## config.mk

```make
export PLATFORM = sky130hd
export DESIGN_NAME = bus_initiator_flat
export DESIGN_NICKNAME = d
export VERILOG_FILES = /design/src/rtl/bus_initiator_pkg.sv /design/src/rtl/bus_initiator_if.sv /design/src/rtl/bus_timeout_ctr.sv /design/src/rtl/bus_initiator.sv /design/src/flat_wrapper.sv
export SDC_FILE = /design/constraint.sdc
export NUM_CORES = 1
export LEC_CHECK = 0
export CAP_MARGIN = 5
export CORE_MARGIN = 5
export CORE_UTILIZATION = 47
export CTS_CLUSTER_DIAMETER = 150
export DETAILED_ROUTE_END_ITERATION = 8
export PLACE_DENSITY = 0.85
export SYNTH_ARGS = -nofsm -noshare
export SYNTH_HDL_FRONTEND = slang
export SYNTH_SLANG_ARGS = --single-unit
export TNS_END_PERCENT = 50
```

## constraint.sdc

```tcl
create_clock -name clk -period 3.6 [get_ports clk]
set_input_delay 0.9 -clock clk [delete_from_list [all_inputs] [get_ports clk]]
set_output_delay 0.9 -clock clk [all_outputs]
set_load 0.05 [all_outputs]
```

## src/rtl/bus_initiator_pkg.sv

```systemverilog
// +----------------------------------------------------------------------------+
// | bus_pkg : shared types and constants for the second memory-bus initiator   |
// | Rev 1.0 : initial release                                                  |
// +----------------------------------------------------------------------------+
`default_nettype none

package bus_pkg;

    localparam int BUS_TIMEOUT_DEFAULT = 255;

    typedef enum logic [1:0] {
        IDLE = 2'd0,
        BUS  = 2'd1,
        RSP  = 2'd2
    } bus_state_e;

    typedef struct packed {
        logic        wr;
        logic [31:0] addr;
        logic [3:0]  wrmask;
        logic [31:0] data;
    } bus_cmd_t;

    typedef struct packed {
        logic [31:0] data;
        logic        err;
    } bus_rsp_t;

endpackage

`default_nettype wire

```

## src/rtl/bus_initiator_if.sv

```systemverilog
// +----------------------------------------------------------------------------+
// | bus_initiator_if : command, response and memory-bus signals of the         |
// |                    initiator; master = initiator, slave = its environment  |
// | Rev 1.0 : initial release                                                  |
// +----------------------------------------------------------------------------+
`default_nettype none

interface bus_initiator_if;

    logic        i_cmd_valid;
    logic        o_cmd_ready;
    logic        i_cmd_wr;
    logic [31:0] i_cmd_addr;
    logic [3:0]  i_cmd_wrmask;
    logic [31:0] i_cmd_data;

    logic        o_rsp_valid;
    logic        i_rsp_ready;
    logic [31:0] o_rsp_data;
    logic        o_rsp_err;

    logic        o_bus_rd;
    logic        o_bus_wr;
    logic [31:0] o_bus_addr;
    logic [3:0]  o_bus_wrmask;
    logic [31:0] o_bus_data;
    logic        i_bus_rd_valid;
    logic        i_bus_wr_valid;
    logic [31:0] i_bus_data;

    modport master (
        input  i_cmd_valid, i_cmd_wr, i_cmd_addr, i_cmd_wrmask, i_cmd_data,
        input  i_rsp_ready,
        input  i_bus_rd_valid, i_bus_wr_valid, i_bus_data,
        output o_cmd_ready,
        output o_rsp_valid, o_rsp_data, o_rsp_err,
        output o_bus_rd, o_bus_wr, o_bus_addr, o_bus_wrmask, o_bus_data
    );

    modport slave (
        output i_cmd_valid, i_cmd_wr, i_cmd_addr, i_cmd_wrmask, i_cmd_data,
        output i_rsp_ready,
        output i_bus_rd_valid, i_bus_wr_valid, i_bus_data,
        input  o_cmd_ready,
        input  o_rsp_valid, o_rsp_data, o_rsp_err,
        input  o_bus_rd, o_bus_wr, o_bus_addr, o_bus_wrmask, o_bus_data
    );

endinterface

`default_nettype wire

```

## src/rtl/bus_timeout_ctr.sv

```systemverilog
// +----------------------------------------------------------------------------+
// | bus_timeout_ctr : counts outstanding-request cycles and flags expiry once  |
// |                   the count reaches TIMEOUT-1                              |
// | Rev 1.0 : initial release                                                  |
// +----------------------------------------------------------------------------+
`default_nettype none

module bus_timeout_ctr
    import bus_pkg::*;
#(
    parameter int TIMEOUT = BUS_TIMEOUT_DEFAULT,
    parameter int CNT_W   = 8
) (
    input  wire logic clk,
    input  wire logic rst_n,
    input  wire logic i_clear,
    input  wire logic i_enable,
    output logic      o_expired
);

    localparam logic [CNT_W-1:0] C_LIMIT = CNT_W'(TIMEOUT - 1);

    logic [CNT_W-1:0] count_q;

    // Saturates at the limit so a held enable never wraps back to zero
    always_ff @(posedge clk or negedge rst_n) begin
        if (!rst_n) begin
            count_q <= '0;
        end else if (i_clear) begin
            count_q <= '0;
        end else if (i_enable && !o_expired) begin
            count_q <= count_q + CNT_W'(1);
        end
    end

    assign o_expired = (count_q == C_LIMIT);

endmodule

`default_nettype wire

```

## src/rtl/bus_initiator.sv

```systemverilog
// +----------------------------------------------------------------------------+
// | bus_initiator : single-outstanding memory-bus initiator with alignment     |
// |                 checking and a request timeout                             |
// | Rev 1.0 : initial release                                                  |
// +----------------------------------------------------------------------------+
`default_nettype none

module bus_initiator
    import bus_pkg::*;
#(
    parameter int TIMEOUT = BUS_TIMEOUT_DEFAULT,
    parameter int CNT_W   = 8
) (
    input  wire logic       clk,
    input  wire logic       rst_n,
    bus_initiator_if.master bif
);

    bus_state_e state_q;
    bus_cmd_t   req_q;
    bus_rsp_t   rsp_q;
    logic       cmd_ready_q;
    logic       rsp_valid_q;
    logic       bus_rd_q;
    logic       bus_wr_q;

    logic       w_expired;
    logic       w_bus_done;

    bus_timeout_ctr #(
        .TIMEOUT (TIMEOUT),
        .CNT_W   (CNT_W)
    ) u_timeout (
        .clk       (clk),
        .rst_n     (rst_n),
        .i_clear   (state_q != BUS),
        .i_enable  (state_q == BUS),
        .o_expired (w_expired)
    );

    // The opposite-type completion is deliberately ignored
    assign w_bus_done = req_q.wr ? bif.i_bus_wr_valid : bif.i_bus_rd_valid;

    always_ff @(posedge clk or negedge rst_n) begin
        if (!rst_n) begin
            state_q     <= IDLE;
            req_q       <= '0;
            rsp_q       <= '0;
            cmd_ready_q <= 1'b0;
            rsp_valid_q <= 1'b0;
            bus_rd_q    <= 1'b0;
            bus_wr_q    <= 1'b0;
        end else begin
            case (state_q)
                IDLE: begin
                    if (bif.i_cmd_valid && cmd_ready_q) begin
                        cmd_ready_q <= 1'b0;
                        if (bif.i_cmd_addr[1:0] != 2'b00) begin
                            state_q     <= RSP;
                            rsp_valid_q <= 1'b1;
                            rsp_q       <= '{data: 32'h0, err: 1'b1};
                        end else begin
                            state_q      <= BUS;
                            bus_rd_q     <= !bif.i_cmd_wr;
                            bus_wr_q     <= bif.i_cmd_wr;
                            req_q.wr     <= bif.i_cmd_wr;
                            req_q.addr   <= bif.i_cmd_addr;
                            req_q.wrmask <= bif.i_cmd_wr ? bif.i_cmd_wrmask : 4'h0;
                            req_q.data   <= bif.i_cmd_wr ? bif.i_cmd_data : 32'h0;
                        end
                    end else begin
                        cmd_ready_q <= 1'b1;
                    end
                end

                BUS: begin
                    // Completion takes priority over a coincident timeout
                    if (w_bus_done) begin
                        state_q     <= RSP;
                        bus_rd_q    <= 1'b0;
                        bus_wr_q    <= 1'b0;
                        rsp_valid_q <= 1'b1;
                        rsp_q       <= '{data: (req_q.wr ? 32'h0 : bif.i_bus_data), err: 1'b0};
                    end else if (w_expired) begin
                        state_q     <= RSP;
                        bus_rd_q    <= 1'b0;
                        bus_wr_q    <= 1'b0;
                        rsp_valid_q <= 1'b1;
                        rsp_q       <= '{data: 32'h0, err: 1'b1};
                    end
                end

                RSP: begin
                    if (bif.i_rsp_ready) begin
                        state_q     <= IDLE;
                        rsp_valid_q <= 1'b0;
                        rsp_q       <= '0;
                        cmd_ready_q <= 1'b1;
                    end
                end

                default: begin
                    state_q     <= IDLE;
                    cmd_ready_q <= 1'b0;
                    rsp_valid_q <= 1'b0;
                    bus_rd_q    <= 1'b0;
                    bus_wr_q    <= 1'b0;
                end
            endcase
        end
    end

    assign bif.o_cmd_ready  = cmd_ready_q;
    assign bif.o_rsp_valid  = rsp_valid_q;
    assign bif.o_rsp_data   = rsp_q.data;
    assign bif.o_rsp_err    = rsp_q.err;
    assign bif.o_bus_rd     = bus_rd_q;
    assign bif.o_bus_wr     = bus_wr_q;
    assign bif.o_bus_addr   = req_q.addr;
    assign bif.o_bus_wrmask = req_q.wrmask;
    assign bif.o_bus_data   = req_q.data;

endmodule

`default_nettype wire

```

## src/flat_wrapper.sv

```systemverilog
// flat-port wrapper written by rule: the top's interface ports become plain ports
module bus_initiator_flat import bus_pkg::*;
#(
    parameter int TIMEOUT = BUS_TIMEOUT_DEFAULT,
    parameter int CNT_W   = 8
)
  (clk, rst_n, bif_i_cmd_valid, bif_i_cmd_wr, bif_i_cmd_addr, bif_i_cmd_wrmask, bif_i_cmd_data, bif_i_rsp_ready, bif_i_bus_rd_valid, bif_i_bus_wr_valid, bif_i_bus_data, bif_o_cmd_ready, bif_o_rsp_valid, bif_o_rsp_data, bif_o_rsp_err, bif_o_bus_rd, bif_o_bus_wr, bif_o_bus_addr, bif_o_bus_wrmask, bif_o_bus_data);
  bus_initiator_if bif_i ();
  input  wire logic clk;
  input  wire logic rst_n;
  input wire logic [$bits(bif_i.i_cmd_valid)-1:0] bif_i_cmd_valid;
  input wire logic [$bits(bif_i.i_cmd_wr)-1:0] bif_i_cmd_wr;
  input wire logic [$bits(bif_i.i_cmd_addr)-1:0] bif_i_cmd_addr;
  input wire logic [$bits(bif_i.i_cmd_wrmask)-1:0] bif_i_cmd_wrmask;
  input wire logic [$bits(bif_i.i_cmd_data)-1:0] bif_i_cmd_data;
  input wire logic [$bits(bif_i.i_rsp_ready)-1:0] bif_i_rsp_ready;
  input wire logic [$bits(bif_i.i_bus_rd_valid)-1:0] bif_i_bus_rd_valid;
  input wire logic [$bits(bif_i.i_bus_wr_valid)-1:0] bif_i_bus_wr_valid;
  input wire logic [$bits(bif_i.i_bus_data)-1:0] bif_i_bus_data;
  output wire logic [$bits(bif_i.o_cmd_ready)-1:0] bif_o_cmd_ready;
  output wire logic [$bits(bif_i.o_rsp_valid)-1:0] bif_o_rsp_valid;
  output wire logic [$bits(bif_i.o_rsp_data)-1:0] bif_o_rsp_data;
  output wire logic [$bits(bif_i.o_rsp_err)-1:0] bif_o_rsp_err;
  output wire logic [$bits(bif_i.o_bus_rd)-1:0] bif_o_bus_rd;
  output wire logic [$bits(bif_i.o_bus_wr)-1:0] bif_o_bus_wr;
  output wire logic [$bits(bif_i.o_bus_addr)-1:0] bif_o_bus_addr;
  output wire logic [$bits(bif_i.o_bus_wrmask)-1:0] bif_o_bus_wrmask;
  output wire logic [$bits(bif_i.o_bus_data)-1:0] bif_o_bus_data;
  assign bif_i.i_cmd_valid = bif_i_cmd_valid;
  assign bif_i.i_cmd_wr = bif_i_cmd_wr;
  assign bif_i.i_cmd_addr = bif_i_cmd_addr;
  assign bif_i.i_cmd_wrmask = bif_i_cmd_wrmask;
  assign bif_i.i_cmd_data = bif_i_cmd_data;
  assign bif_i.i_rsp_ready = bif_i_rsp_ready;
  assign bif_i.i_bus_rd_valid = bif_i_bus_rd_valid;
  assign bif_i.i_bus_wr_valid = bif_i_bus_wr_valid;
  assign bif_i.i_bus_data = bif_i_bus_data;
  assign bif_o_cmd_ready = bif_i.o_cmd_ready;
  assign bif_o_rsp_valid = bif_i.o_rsp_valid;
  assign bif_o_rsp_data = bif_i.o_rsp_data;
  assign bif_o_rsp_err = bif_i.o_rsp_err;
  assign bif_o_bus_rd = bif_i.o_bus_rd;
  assign bif_o_bus_wr = bif_i.o_bus_wr;
  assign bif_o_bus_addr = bif_i.o_bus_addr;
  assign bif_o_bus_wrmask = bif_i.o_bus_wrmask;
  assign bif_o_bus_data = bif_i.o_bus_data;
  bus_initiator #(.TIMEOUT(TIMEOUT), .CNT_W(CNT_W)) u_core (.clk(clk), .rst_n(rst_n), .bif(bif_i));
endmodule
```

---- Word-level counts from Yosys, hierarchy flattened ----
Index checks and enable logic that the tools add are counted.
word-level totals
  register bits ........................... 116
  output and inout bits ................... 105
  input port bits ......................... 107
  logic and storage cells ................. 74
cells by class
  mux-type cells .......................... 35
  reductions and logical operators ........ 14
  bitwise operators ....................... 3
  equality and inequality tests ........... 9
  add/subtract/negate cells ............... 1
operators by type and width
  operator                                             number
  two-way mux 33 bit                                   5
  case mux 33 bit (3 select lines)                     1
  two-way mux 32 bit                                   2
  two-way mux 8 bit                                    2
  two-way mux 1 bit                                    14
  case mux 1 bit (3 select lines)                      4
  two-way mux 2 bit                                    5
  adder 8 x 1 -> 8 bit, second input constant          1
  equality test 8 bit, second input constant           1
  AND reduction 4 bit                                  2
  != test 2 x 1 -> 1 bit, second input constant        3
  case mux 2 bit (3 select lines)                      1
  AND reduction 3 bit                                  2
  AND reduction 5 bit                                  1
  two-way mux 4 bit                                    1
  != test 2 bit, second input constant                 2
  nonzero test 2 bit                                   2
  != test 3 x 1 -> 1 bit, second input constant        1
  inverter 1 bit                                       3
  nonzero test 3 bit                                   1
  equality test 2 x 1 -> 1 bit, second input constant  1
  equality test 2 bit, second input constant           1
  logical AND 1 bit                                    2
  logical NOT 1 bit                                    2
  other kinds (2)                                      2

---- Depth between registers and ports, before layout ----
  word-level depth ........................ 5
  mapped depth ............................ 8
  depth with buffers taken out ............ 6

---- Cells and area by module ----
From an unflattened synthesis, not the netlist that was laid out.
unflattened totals
  cell total of the unflattened synthesis .. 524
  area total of the unflattened synthesis .. 5460.2 um^2
modules (own cells, without submodules)
  module           instances  cells an instance  area each (um^2)
  bus_initiator    1          471                4964.8
  bus_timeout_ctr  1          53                 495.5

---- Least setup slack after synthesis ----
No wires, ideal clock.
  kind .................................... in2reg
  start point ............................. input port bif_i_cmd_addr[1]
  end point ............................... register u_core.req_q, in the netlist u_core.bif.o_bus_data[6]
  arrival time ............................ 1.852 ns
  slack ................................... 1.611 ns
  stages .................................. 6
  library setup time ...................... 0.137 ns
  required time ........................... 3.463 ns
  buffers on the path ..................... 2
  cells stage by stage .................... nor3b_4 nand3_2 buf_2 buf_2 nand2_1 o21ai_0
between the ends
  word-level cells in the longest chain between the ends .. 3
RTL lines
  item                                  RTL line             source
  from (decl)                           flat_wrapper.sv:13   input wire logic [$bits(bif_i.i_cmd_addr)-1:0] bif_i_cmd_addr;
  nonzero test 2 bit                    bus_initiator.sv:58  if (bif.i_cmd_addr[1:0] != 2'b00) begin
  inverter 1 bit (no source line)       n/a
  AND reduction 3 bit (no source line)  n/a
  to (decl)                             bus_initiator.sv:20  bus_cmd_t req_q;
No other way between the ends.
A chain may end at the register's enable or synchronous reset.

---- Worst setup path after layout ----
  start point ............................. input port bif_i_cmd_addr[1]
  end point ............................... register u_core.req_q, in the netlist u_core.bif.o_bus_data[19]
Same word-level chain as after synthesis.

==> flow_results.org <==
** Status
- The run finished with clean final reports.

** Synth
- Counting every instance in the synthesized netlist gives 490.
- After synthesis, the cell types taking the most area are sky130_fd_sc_hd__dfrtp_1, sky130_fd_sc_hd__buf_4, sky130_fd_sc_hd__mux2_2.
- Fraction of synthesized area in multiplexers :: 6.96%
- In this run the mean area of a mapped cell was 11.1 sq um.
- Summed over all instances, the cell type with the most area after synthesis is sky130_fd_sc_hd__dfrtp_1.
- Library cell with the highest instance count after synthesis :: sky130_fd_sc_hd__dfrtp_1
- Ys Warns :: 0
- Synthesized-area fraction occupied by and/or/nand/nor cells :: 12.7%
- The synthesized netlist devotes 11.3% of its cell area to compound gates.
- In the synthesized netlist the async set-or-reset flop fraction comes to 100%.
- Total of flip-flops plus latches after synthesis :: 116
- Sequential cell area fraction in the yosys report :: 53.5%
- Yosys mapped the design onto 38 distinct sky130hd cell types.
- Post-Synthesis Cell Area :: 5430 sq um
- Fraction of post-synthesis cell area in the top cell type by area :: 53.5%
- Post-synthesis share of cell area spent on xor and xnor gates :: 1.13%
- Leading cell types by count after synthesis :: sky130_fd_sc_hd__dfrtp_1, sky130_fd_sc_hd__nand2_1, sky130_fd_sc_hd__buf_4
- Net count after synthesis :: 603
- Post-Synth Adder-Cell Area :: 1.38%
- The synthesized design contains 0 enable-type register cells.
- Primary FF master, synth :: sky130_fd_sc_hd__dfrtp_1
- Combinational family with the most area after synthesis :: buffers and inverters

** Clocking
- CTS sink cnt :: 116
- In this run, CTS created clock tree buffers numbering 17.
- For the worst-skew pair, the clock arrives at the later sink with an insertion delay of 0.40 ns.
- Clock input transition at the sequential cells of the worst setup and hold paths :: 0.06 ns
- Cell at the root of the clock tree :: sky130_fd_sc_hd__clkbuf_16
- Buffers inserted to repair hold after CTS numbered 0.
- TritonCTS built the clock tree.
- Once the clock tree was built, the setup fixing pass inserted 0 buffers.
- Number of buffers on the longest clock path :: 2
- Depth of the CTS H-tree :: 4
- Quantity of gates resized following cts :: 0

** Global route
- The number of global-route vias before repair is 4243.
- Busiest grt layer :: met2
- Global-route usage over all layers :: 19.3%
- The first global-routing pass estimated 21.7 mm of wire.
- Met1 Resource Use GR :: 23.2%
- Entering global routing, the biggest net connects 63 pins.
- In the global route stage, met2 resource usage came out at 32.3%.
- Summed over all layers, the global routing overflow is 0.
- Met3 Use GR :: 5.57%
- Initial antenna violation count :: 0

** Finish
- Total non-filler cell area in the finished layout :: 7690 sq um
- Layout cells sized above 1 :: 12.0%
- Total number of nets in the final design :: 742
- Diode insertion count for antenna repair :: 0
- Post-synthesis to final-layout area growth :: 41.7%
- Layout fillers :: 859

** Setup path
- The critical path is of the in2reg type.
- The cell family contributing the most delay on the critical path is simple AND/OR/NAND/NOR gates.
- On the critical path, the stage with the largest delay is an instance of sky130_fd_sc_hd__nand3_4.
- Buffers plus inverters on the worst setup path :: 2
- Data arrival time of the critical path :: 2.98 ns
- Walking the worst path, the cells encountered are clkdlybuf4s50_1 -> nor3b_4 -> nand3_4 -> buf_12 -> o21ai_0.
- In this run the worst path has a maximum fanout of 57.
- Required time at the endpoint of the critical path :: 3.89 ns
- Worst Setup End Kind :: register
- The worst setup path is launched from a primary input.
- The largest single stage delay on the critical path is 0.53 ns.

** Power
- Worst-case vdd ir drop :: 0.606 mV
- The analysis attributes to cell leakage a power of 3.60 nW.
- Power per standard cell area :: 850 nW/um^2
- Total Power :: 0.00653 W

** STA
- Number of max-slew violations in the final report :: 0
- The worst pin sits at a relative slew slack of 47.0%.
- After layout, the worst path uses 74.9% of the clock period.
- The hold violation count in the final report came to 0.
- Number of failing setup endpoints in the final timing report :: 0
- Unrepaired setup endpoints after global routing :: false
- Minimum clock period :: 2.69 ns
- Timing-limited maximum frequency :: 0.371 GHz
- Setup slack of the critical path after layout :: 0.905 ns
- Setup Total Neg Slack :: 0 ns
- Across all hold checks on the routed design, the worst slack comes to 0.477 ns.
- Final Skew :: 0.0104 ns
- At the pin with the least slew margin, the transition time is 0.795 ns.

** Detailed routing
- The first detailed-routing pass ran for 4 iterations.
- Dividing the detail-routed wire length by the instance count gives 16.8 um.
- Iteration-0 DRC Markers :: 285
- Across all layers, the routed design uses 3969 vias.
- Dividing the detail-routed via count by the number of cells gives 5.06.
- The detail route stage leaves a number of antenna-violating nets equal to 0.
- WL final :: 13.2 mm
- After detailed routing, the number of remaining DRC violations is 0.

** Floorplanning
- Std-Cell Rows :: 39
- Die height :: 117 um
- Area of the die :: 13800 sq um
- Starting Density :: 47.7%
- Core ar. :: 11400 sq um
- Measured along the x axis, the die boundary spans 117 um.
- In this run the count of I/O pins placed on the die edge is 212.

** Place
- Post-DP HPWL :: 9.40 mm
- Once placement finished, the instance area stood at 7100 sq um.
- The congestion estimate from routability-driven global placement came to 0.821.
- Count of buffers inserted at the top-level ports :: 211
- OpenSTA, run right after detailed placement, puts the worst setup slack at 0.532 ns.

** Hold path
- The min-delay analysis places its worst path in the category reg2reg.

** Run
- The tool flagged a number of max-cap violations equal to 0.
sequential cells by signal, indices dropped and copies added (netlist names):
register / flops
u_core.req_q: 1
u_core.bif.o_rsp_valid: 1
u_core.bif.o_bus_wrmask: 4
u_core.state_q: 2
u_core.bif.o_bus_data: 32
u_core.bif.o_rsp_data: 32
u_core.bif.o_cmd_ready: 1
u_core.u_timeout.count_q: 8
u_core.bif.o_bus_wr: 1
u_core.bif.o_bus_addr: 32
u_core.bif.o_bus_rd: 1
u_core.bif.o_rsp_err: 1
routing by layer:
layer	vias to the layer above	routed length (um)
li1	1878	-
met1	1900	5330
met2	163	6740
met3	28	820
met4	0	314
met5	-	0
cell families (layout without fill, tap and decap cells):
kind of cell               Yosys count  in the layout
AOI/OAI and AO/OA                   85             85
xor gates and xnor gates             7              7
adders and majority gates            6              6
buffers and inverters              103            254
DFF                                116            116
muxes                               33             33
and+or+nand+nor                    140            140
layout by cell type (no fill, tap or decap), types with 3 or more instances in the layout:
master | Yosys | final
sky130_fd_sc_hd__nand4_1 | 34 | 34
sky130_fd_sc_hd__ha_1 | 6 | 6
sky130_fd_sc_hd__mux2_2 | 30 | 30
sky130_fd_sc_hd__dfrtp_1 | 116 | 116
sky130_fd_sc_hd__inv_1 | 5 | 5
sky130_fd_sc_hd__o21ai_0 | 41 | 41
sky130_fd_sc_hd__xor2_1 | 5 | 5
sky130_fd_sc_hd__nand3_1 | 4 | 4
sky130_fd_sc_hd__buf_4 | 70 | 5
sky130_fd_sc_hd__a21bo_1 | 30 | 30
sky130_fd_sc_hd__nand2_1 | 74 | 74
sky130_fd_sc_hd__clkbuf_8 | 0 | 4
sky130_fd_sc_hd__clkinv_2 | 0 | 4
sky130_fd_sc_hd__clkdlybuf4s50_1 | 0 | 210
sky130_fd_sc_hd__clkbuf_16 | 0 | 17
sky130_fd_sc_hd__clkinvlp_4 | 0 | 3
sky130_fd_sc_hd__and3_1 | 4 | 4
sky130_fd_sc_hd__a21oi_1 | 4 | 4
sky130_fd_sc_hd__nor2_1 | 13 | 13
cell type report:
type                            instances  area [sq um]  share of cell area [%]
Sequential cell                       116          2900                    37.7
Timing Repair Buffer                  217          2180                    28.3
Clock inverter                          9           103                    1.33
Clock buffer                           22           484                    6.30
Multi-Input combinational cell        271          1820                    23.7
Inverter                                6          22.5                   0.293
Tap cell                              143           179                    2.33
worst paths after layout:
kind / startpoint / endpoint / slack (ns) / cells past startpoint
max: bif_i_cmd_addr[1] / u_core.bif.o_bus_data[19] / 0.91 / 5
min: u_core.bif.o_rsp_data[18] / u_core.bif.o_rsp_data[18] / 0.48 / 1
max reg2reg: u_core.state_q[0] / u_core.bif.o_bus_data[19] / 1.11 / 6
min reg2reg: u_core.bif.o_rsp_data[18] / u_core.bif.o_rsp_data[18] / 0.48 / 1
max in group asynchronous: rst_n / u_core.bif.o_rsp_data[21] / 2.23 / 2
min in group asynchronous: rst_n / u_core.bif.o_rsp_data[7] / 0.57 / 1
power by group:
part | total [W] | internal (W) | switching (W)
clock | 0.00164 | 0.00108 | 0.000560
sequential | 0.00189 | 0.00168 | 0.000215
combinational | 0.00300 | 0.00103 | 0.00197
through the flow:
step / util (%) / std cells
2_1_floorplan: - / 490
3_3_place_gp: 62.5 / 753
3_5_place_dp: 62.5 / 753
4_1_cts: 67.6 / 784
5_1_grt: 67.6 / 784
6_report: 67.6 / 784
Note: power is estimated with default switching activity, not from simulation.
